<file path="src/rtl/arb_out_fifo.sv">
`default_nettype none
// ============================================================================
// arb_out_fifo : show-ahead output FIFO behind the round-robin arbiter; overflow
// is dropped and flagged. Optional ARB_OUT_FIFO_DROP_CNT_EN adds a drop counter.
// Rev 1.0
// ============================================================================
module arb_out_fifo #(
  parameter int DATA_W = 16,
  parameter int DEPTH  = 8,
  parameter int CNT_W  = $clog2(DEPTH) + 1
) (
  input  logic              i_clk,
  input  logic              i_reset_n,
  input  logic              i_valid,
  input  logic [DATA_W-1:0] i_data,
  output logic              o_valid,
  output logic [DATA_W-1:0] o_data,
  input  logic              i_ready,
  output logic              o_full,
  output logic              o_empty,
  output logic [CNT_W-1:0]  o_count,
  output logic              o_overflow,
  input  logic              i_clr_ovf,
  output logic [7:0]        o_drop_cnt
);

  localparam int               PTR_W      = $clog2(DEPTH);
  localparam logic [CNT_W-1:0] C_FULL_CNT = CNT_W'(DEPTH);

  logic [DATA_W-1:0] mem_q [DEPTH];
  logic [PTR_W-1:0]  wr_ptr_q, wr_ptr_d;
  logic [PTR_W-1:0]  rd_ptr_q, rd_ptr_d;
  logic [CNT_W-1:0]  count_q, count_d;
  logic [DATA_W-1:0] head_q, head_d;
  logic              ovf_q, ovf_d;
  logic              full, empty, push, pop, drop;

  assign full  = (count_q == C_FULL_CNT);
  assign empty = (count_q == '0);
  assign pop   = !empty && i_ready;
  assign push  = i_valid && (!full || pop);
  assign drop  = i_valid && !push;

  always_comb begin
    wr_ptr_d = wr_ptr_q;
    rd_ptr_d = rd_ptr_q;
    count_d  = count_q;
    head_d   = head_q;
    ovf_d    = ovf_q;

    if (push) wr_ptr_d = wr_ptr_q + PTR_W'(1);
    if (pop)  rd_ptr_d = rd_ptr_q + PTR_W'(1);

    case ({push, pop})
      2'b10:   count_d = count_q + CNT_W'(1);
      2'b01:   count_d = count_q - CNT_W'(1);
      default: count_d = count_q;
    endcase

    // Head register preloads the next entry; the word being written this cycle
    // becomes the head when it lands exactly at the new read pointer.
    if (count_d != '0) begin
      if (push && (wr_ptr_q == rd_ptr_d)) head_d = i_data;
      else                                head_d = mem_q[rd_ptr_d];
    end

    if (drop)           ovf_d = 1'b1;
    else if (i_clr_ovf) ovf_d = 1'b0;
  end

  always_ff @(posedge i_clk) begin
    if (push) mem_q[wr_ptr_q] <= i_data;
  end

  always_ff @(posedge i_clk or negedge i_reset_n) begin
    if (!i_reset_n) begin
      wr_ptr_q <= '0;
      rd_ptr_q <= '0;
      count_q  <= '0;
      head_q   <= '0;
      ovf_q    <= 1'b0;
    end else begin
      wr_ptr_q <= wr_ptr_d;
      rd_ptr_q <= rd_ptr_d;
      count_q  <= count_d;
      head_q   <= head_d;
      ovf_q    <= ovf_d;
    end
  end

  assign o_valid    = !empty;
  assign o_data     = head_q;
  assign o_full     = full;
  assign o_empty    = empty;
  assign o_count    = count_q;
  assign o_overflow = ovf_q;

`ifdef ARB_OUT_FIFO_DROP_CNT_EN
  logic [7:0] drop_cnt_q, drop_cnt_d;

  always_comb begin
    drop_cnt_d = drop_cnt_q;
    if (drop) begin
      if (i_clr_ovf)                drop_cnt_d = 8'd1;
      else if (drop_cnt_q != 8'hFF) drop_cnt_d = drop_cnt_q + 8'd1;
    end else if (i_clr_ovf) begin
      drop_cnt_d = 8'd0;
    end
  end

  always_ff @(posedge i_clk or negedge i_reset_n) begin
    if (!i_reset_n) drop_cnt_q <= 8'd0;
    else            drop_cnt_q <= drop_cnt_d;
  end

  assign o_drop_cnt = drop_cnt_q;
`else
  assign o_drop_cnt = 8'd0;
`endif

endmodule
`default_nettype wire
</file>
<file path="config.mk">
export PLATFORM = sky130hd
export DESIGN_NAME = arb_out_fifo
export DESIGN_NICKNAME = d
export VERILOG_FILES = /design/src/rtl/arb_out_fifo.sv
export SDC_FILE = /design/constraint.sdc
export NUM_CORES = 1
export LEC_CHECK = 0
export CAP_MARGIN = 20
export CORE_ASPECT_RATIO = 1.75
export CORE_MARGIN = 2
export CORE_UTILIZATION = 60
export DETAILED_ROUTE_END_ITERATION = 6
export GPL_ROUTABILITY_DRIVEN = 0
export PLACE_DENSITY = 0.81
export RECOVER_POWER = 100
export SLEW_MARGIN = 20
export SYNTH_ARGS = -nofsm -noshare
export SYNTH_HDL_FRONTEND = slang
export SYNTH_SLANG_ARGS = --single-unit
</file>
<file path="constraint.sdc">
create_clock -name i_clk -period 3.2 [get_ports i_clk]
set_input_delay 0.64 -clock i_clk [delete_from_list [all_inputs] [get_ports i_clk]]
set_output_delay 0.64 -clock i_clk [all_outputs]
set_load 0.05 [all_outputs]
</file>
=== Yosys cells after proc, flatten, opt, wreduce, memory -nomap -nowiden ===
Memory sizes are Yosys's and may differ from the RTL's. A register that Yosys moved wholly into a read port is not among the register bits.
Cells that the tools add are included.

* $add $sub $neg: 4
* Equality and inequality tests: 3
* Multiplexer cells: 6
* Reductions and logical operators: 11

{| class="wikitable"
|+ Operators with widths
! kind !! number
|-
| $pmux 4 s2 || 1
|-
| $add 3x1->3 const B || 2
|-
| $add 4x1->4 const B || 1
|-
| $eq 4x4->1 const B || 1
|-
| $logic_not 1->1 || 4
|-
| $logic_not 4->1 || 1
|-
| $mux 1 || 4
|-
| $reduce_bool 4->1 || 1
|-
| $sub 4x1->4 const B || 1
|-
| $logic_and 1x1->1 || 3
|-
| $mux 3 || 1
|-
| $eq 2x1->1 const B || 1
|-
| $eq 2x2->1 const B || 1
|-
| $reduce_bool 2->1 || 1
|-
| $logic_or 1x1->1 || 1
|}

* Bits in registers: 11
* Memory bits (writable): 128
* Input port bits: 21
* Memories: 1

{| class="wikitable"
|+ Memory list
! memory !! words !! bits a word !! read ports !! clocked after memory_dff !! wr ports !! line !! RTL
|-
| mem_q || 8 || 16 || 1 || 1 || 1 || 30 || <nowiki>logic [DATA_W-1:0] mem_q [DEPTH];</nowiki>
|}

=== Depth between registers and ports, before layout ===
* Depth in word-level cells: 8
* Gate-level depth with buffers: 14
* Gate-level depth less buffers: 12

=== Least setup slack after synthesis ===
OpenSTA, ideal clock, no wires.

* Path type: reg-to-reg
* From: reg count_q[0] (netlist: o_count[0])
* To: reg head_q[10] (netlist: o_data[10]), read port of mem_q
* Setup time: 0.078 ns
* Arrival: 4.280 ns
* Data required time: 3.122 ns
* Slack: -1.158 ns
* Cell stages (with the launch flop): 15
* Buffers on the path: 2
* Clock period less this slack: 4.358 ns
* Cell sequence: dfrtp_1 buf_2 or3_1 nor2_1 inv_1 nand2_1 inv_1 ha_1 a211oi_1 o21ai_0 a31oi_1 o21ai_1 and2b_1 buf_4 o2bb2ai_1

* Longest elaborated chain between the ends: 8

{| class="wikitable"
|+ RTL lines
! what !! line !! RTL
|-
| from (decl) || 33 || <nowiki>logic [CNT_W-1:0] count_q, count_d;</nowiki>
|-
| from (signal assigned) || 85 || <nowiki>count_q <= count_d;</nowiki>
|-
| $logic_not 4->1 (*) || 39 || <nowiki>assign empty = (count_q == '0);</nowiki>
|-
| named net o_empty || 20 || <nowiki>output logic o_empty,</nowiki>
|-
| $logic_not 1->1 (*) || n/a ||
|-
| named net o_valid || 16 || <nowiki>output logic o_valid,</nowiki>
|-
| $logic_and 1x1->1 (*) || 40 || <nowiki>assign pop = !empty && i_ready;</nowiki>
|-
| $logic_or 1x1->1 || 41 || <nowiki>assign push = i_valid && (!full || pop);</nowiki>
|-
| $logic_and 1x1->1 || 41 ||
|-
| $eq 2x1->1 / $eq 2x2->1 (equally long branches) || 54 || <nowiki>case ({push, pop})</nowiki>
|-
| $pmux 4 s2 (*) || 54 ||
|-
| named net count_d[3] || 33 ||
|-
| $reduce_bool 4->1 (*) || 62 || <nowiki>if (count_d != '0) begin</nowiki>
|-
| to (decl) || 34 || <nowiki>logic [DATA_W-1:0] head_q, head_d;</nowiki>
|}

Mark *: on every way through the listed nets, which the timed path passes. The rest lies on a longest branch.
A chain may end at the register's enable or synchronous reset.

=== Worst setup path after layout ===
* From: reg count_q[2] (netlist: o_count[2])
* To: reg head_q[12] (netlist: o_data[12]), read port of mem_q

* Longest elaborated chain between the ends: 8

{| class="wikitable"
|+ RTL lines
! what !! line
|-
| $logic_not 4->1 || 39
|-
| $logic_not 1->1 || 40
|-
| $logic_and 1x1->1 || 40
|-
| $logic_or 1x1->1 || 41
|-
| $logic_and 1x1->1 || 41
|-
| $eq 2x1->1 / $eq 2x2->1 (equally long branches) || 54
|-
| $pmux 4 s2 || 54
|-
| $reduce_bool 4->1 || 62
|}

Several ways; a longest one is shown, not always the timed one.

==> flow_summary_export.csv <==
group,metric,value,unit
outcome,status,"finished, violations left",
outcome,violations,"capacitance limit, slew limit",
final_layout,nFillCells,912,
floorplan,initial_utilization,61.1,%
synth,syn_avg_cell_area,11.8,um2
clocking,cts_hold_buf,0,
clocking,cts_root_buf,"clkbuf_16",
worst_hold_path,hold_path.class,"flop to flop",
clocking,cts_buffers,17,
timing,finalCritPeriodShare,96.2,%
floorplan,coreArea,13300,um2
synth,yosys_register_bits,155,
synth,netlist.area_leader.share,47.2,%
timing,worst_slew_pin_slew,1670,ps
clocking,cts_tree,"yes",
placed_design,io_buffer_count,44,
pwr,pwr-share-clk,19.4,%
final_layout,diodes,0,
clocking,cts_setup_buffers,0,
detailed_routing,vias,6299,
detailed_routing,wl,21.4,mm
pwr,p_leak,3.40,nW
synth,syn_inst,690,
synth,synthTopCellsByArea,"edfxtp_1 (47%), mux2i_1 (8.7%), dfrtp_1 (8.3%)",
timing,fin_crit,3080,ps
critical_path,cp.arrival,3430,ps
global_routing,antenna_found_initial,0,
floorplan,dieHeight,158,um
detailed_routing,drt_first_pass_iters,5,
synth,synth_top_cell_by_area,"edfxtp_1",
global_routing,grt_pass1_vias,6465,
synth,synth-seq-area-share,55.5,%
pwr,p_per_area,1090,nW/um2
final_layout,stdcell_count,920,
floorplan,die_x,92.0,um
final_layout,drive_gt1_share,16.8,%
critical_path,crit_path_start_kind,"flop",
detailed_routing,ant_nets,0,
floorplan,ios,53,
floorplan,dieArea,14500,um2
global_routing,overflow,0,
timing,slew-limit-headroom,-11.7,%
pwr,internal_power,5.82,mW
timing,setup_viol,0,
placed_design,post-dp-hpwl,13.4,mm
final_layout,nets,759,
flow_run,cap_violations,1,
timing,fin_setup_tns,0,ps
clocking,cts_max_level,4,
synth,synth_edf_count,128,
detailed_routing,drt_iter0_drc,676,
clocking,clock_latency,440,ps
final_layout,areaGrowthSynthToFinish,16.3,%
timing,final-hold-violation-count,0,
pwr,peakVddDrop,919,uV
clocking,clock-sinks,155,
global_routing,grt_max_degree,66,
synth,yosysMostFrequentCell,"edfxtp_1",
global_routing,track_usage,30.3,%
critical_path,crit_fanout,18,
critical_path,worstRegToRegCells,13,
detailed_routing,routed_via_density,6.85,
critical_path,worstPathRequired,3550,ps
timing,fmax,325,MHz
pwr,p_sw_share,43.7,%
pwr,netSwitchingPower,4.52,mW
synth,synth_warnings,0,
detailed_routing,drc,0,
placed_design,placed_cells,888,
timing,fin_skew,8.26,ps
clocking,clockBufferDepth,2,
critical_path,critical_path_class,"flop to flop",
global_routing,grt_pass1_wl,33.3,mm
floorplan,rows,56,
worst_hold_path,min_path_cells,1,
clocking,path_clk_slew,70,ps
pwr,p_comb_share,52.5,%
pwr,p_total,10.3,mW
critical_path,worstSetupEndpointType,"flop",
synth,ys_top_cells_by_count,"edfxtp_1 (128), mux2i_1 (71), nand3_1 (68), nand2_1 (47), o21ai_0 (46)",
synth,synth_ff_type,"edfxtp_1",
synth,synthArstFlopShare,17.4,%
pwr,pwr-share-seq,28.1,%
synth,synth.cell_area,8140,um2
timing,rsz0062_at_grt,"false",
detailed_routing,drt-wirelength-per-cell,23.3,um
timing,slew_viol_final,28,
synth,synth_cell_types,48,
final_layout,post-route-util,71.1,%
repair_timing:
item / 4_1_cts / 5_1_grt
cloned: 0 / 0
resized for setup: 1 / 1
endpoints found under the setup margin: 1 / 14
hold endpoints to repair: 0 / 0
cells by family after synthesis:
kind of cell | after synthesis | share of synthesized area, %
other | 1 | 0.0461
AND/OR/NAND/NOR | 198 | 11.7
flip-flops | 155 | 55.5
adder cells (fa/ha/maj) | 5 | 0.861
multiplexers | 109 | 14.8
buffers and inverters | 73 | 4.18
AO/OA/AOI/OAI | 138 | 11.6
XOR/XNOR | 11 | 1.18
stage by stage:
stage	cell area [um2]	hold slack, ps	setup slack, ps
2_1_floorplan	8260	344	-437
3_3_place_gp	8940	499	67.1
3_5_place_dp	8940	497	-123
4_1_cts	9530	515	63.4
5_1_grt	9470	530	13.7
6_report	9470	515	121
power groups by stage:
| stage | logic, mW | registers [mW] | clock network (mW) |
|---|---|---|---|
| after floorplan | 3.48 | 3.27 | 0 |
| after global placement | 5.23 | 2.90 | 0 |
| after detailed placement | 5.42 | 2.92 | 0 |
| after CTS | 5.45 | 2.89 | 2.01 |
| after global routing | 5.77 | 2.93 | 2.07 |
| final | 5.43 | 2.90 | 2.00 |
critical path, cell delays in order, from the launching register on:
cell	delay (ps)
dfrtp_2	490
or3_4	390
nor2_4	160
clkinvlp_4	120
nand2_2	100
inv_2	60
ha_4	260
a211oi_2	80
or3_1	390
and2_4	160
o211ai_1	180
clkbuf_4	300
o21ai_0	140
o2bb2ai_1	160
area by class of cell:
type	instances	area, um2	area share (%)
Sequential cell	155	4520	47.8
Multi-Input combinational cell	469	3380	35.7
Timing Repair Buffer	82	728	7.69
Clock inverter	14	146	1.55
Tap cell	174	218	2.30
Inverter	8	33.8	0.357
Clock buffer	18	439	4.64
routing by layer:
layer  up-vias  wire (um)  track usage [%]
met5         -          0                0
met4         0       1090             18.1
met3       102       1920             7.71
met2       447      11000             51.8
met1      3041       7380             34.2
li1       2709          -                -
placed cells by master (no fill, tap or decap), drive strengths merged, types with 4 or more instances in the layout:
| cell type | n |
|---|---|
| a2111oi | 14 |
| a211oi | 16 |
| a21oi | 17 |
| a31oi | 5 |
| buf | 26 |
| clkbuf | 30 |
| clkdlybuf4s50 | 4 |
| conb | 8 |
| dfrtp | 27 |
| dlygate4sd3 | 40 |
| edfxtp | 128 |
| ha | 4 |
| inv | 16 |
| mux2 | 32 |
| mux2i | 71 |
| mux4 | 6 |
| nand2 | 47 |
| nand3 | 68 |
| nor2 | 31 |
| nor2b | 20 |
| nor3 | 6 |
| nor4 | 13 |
| o211ai | 16 |
| o21ai | 47 |
| o2bb2ai | 14 |
| xnor2 | 8 |
state kept, by name, indices dropped and copies added, names as in the netlist:
| register | cells |
|---|---|
| mem_q | 128 |
| o_count | 4 |
| o_data | 16 |
| o_overflow | 1 |
| rd_ptr_q | 3 |
| wr_ptr_q | 3 |
worst paths after layout:
path	slack (ps)	startpoint	end
worst max-delay path	120	o_count[2]$_DFF_PN0_	o_data[12]$_DFFE_PN0P_
worst min-delay path	520	o_data[13]$_DFFE_PN0P_	o_data[13]$_DFFE_PN0P_
worst max register to register	120	o_count[2]$_DFF_PN0_	o_data[12]$_DFFE_PN0P_
worst min register to register	520	o_data[13]$_DFFE_PN0P_	o_data[13]$_DFFE_PN0P_
max in group asynchronous	940	i_reset_n	rd_ptr_q[1]$_DFF_PN0_
min in group asynchronous	1170	i_reset_n	wr_ptr_q[2]$_DFFE_PN0P_
Power figures use the tool's default switching activity.
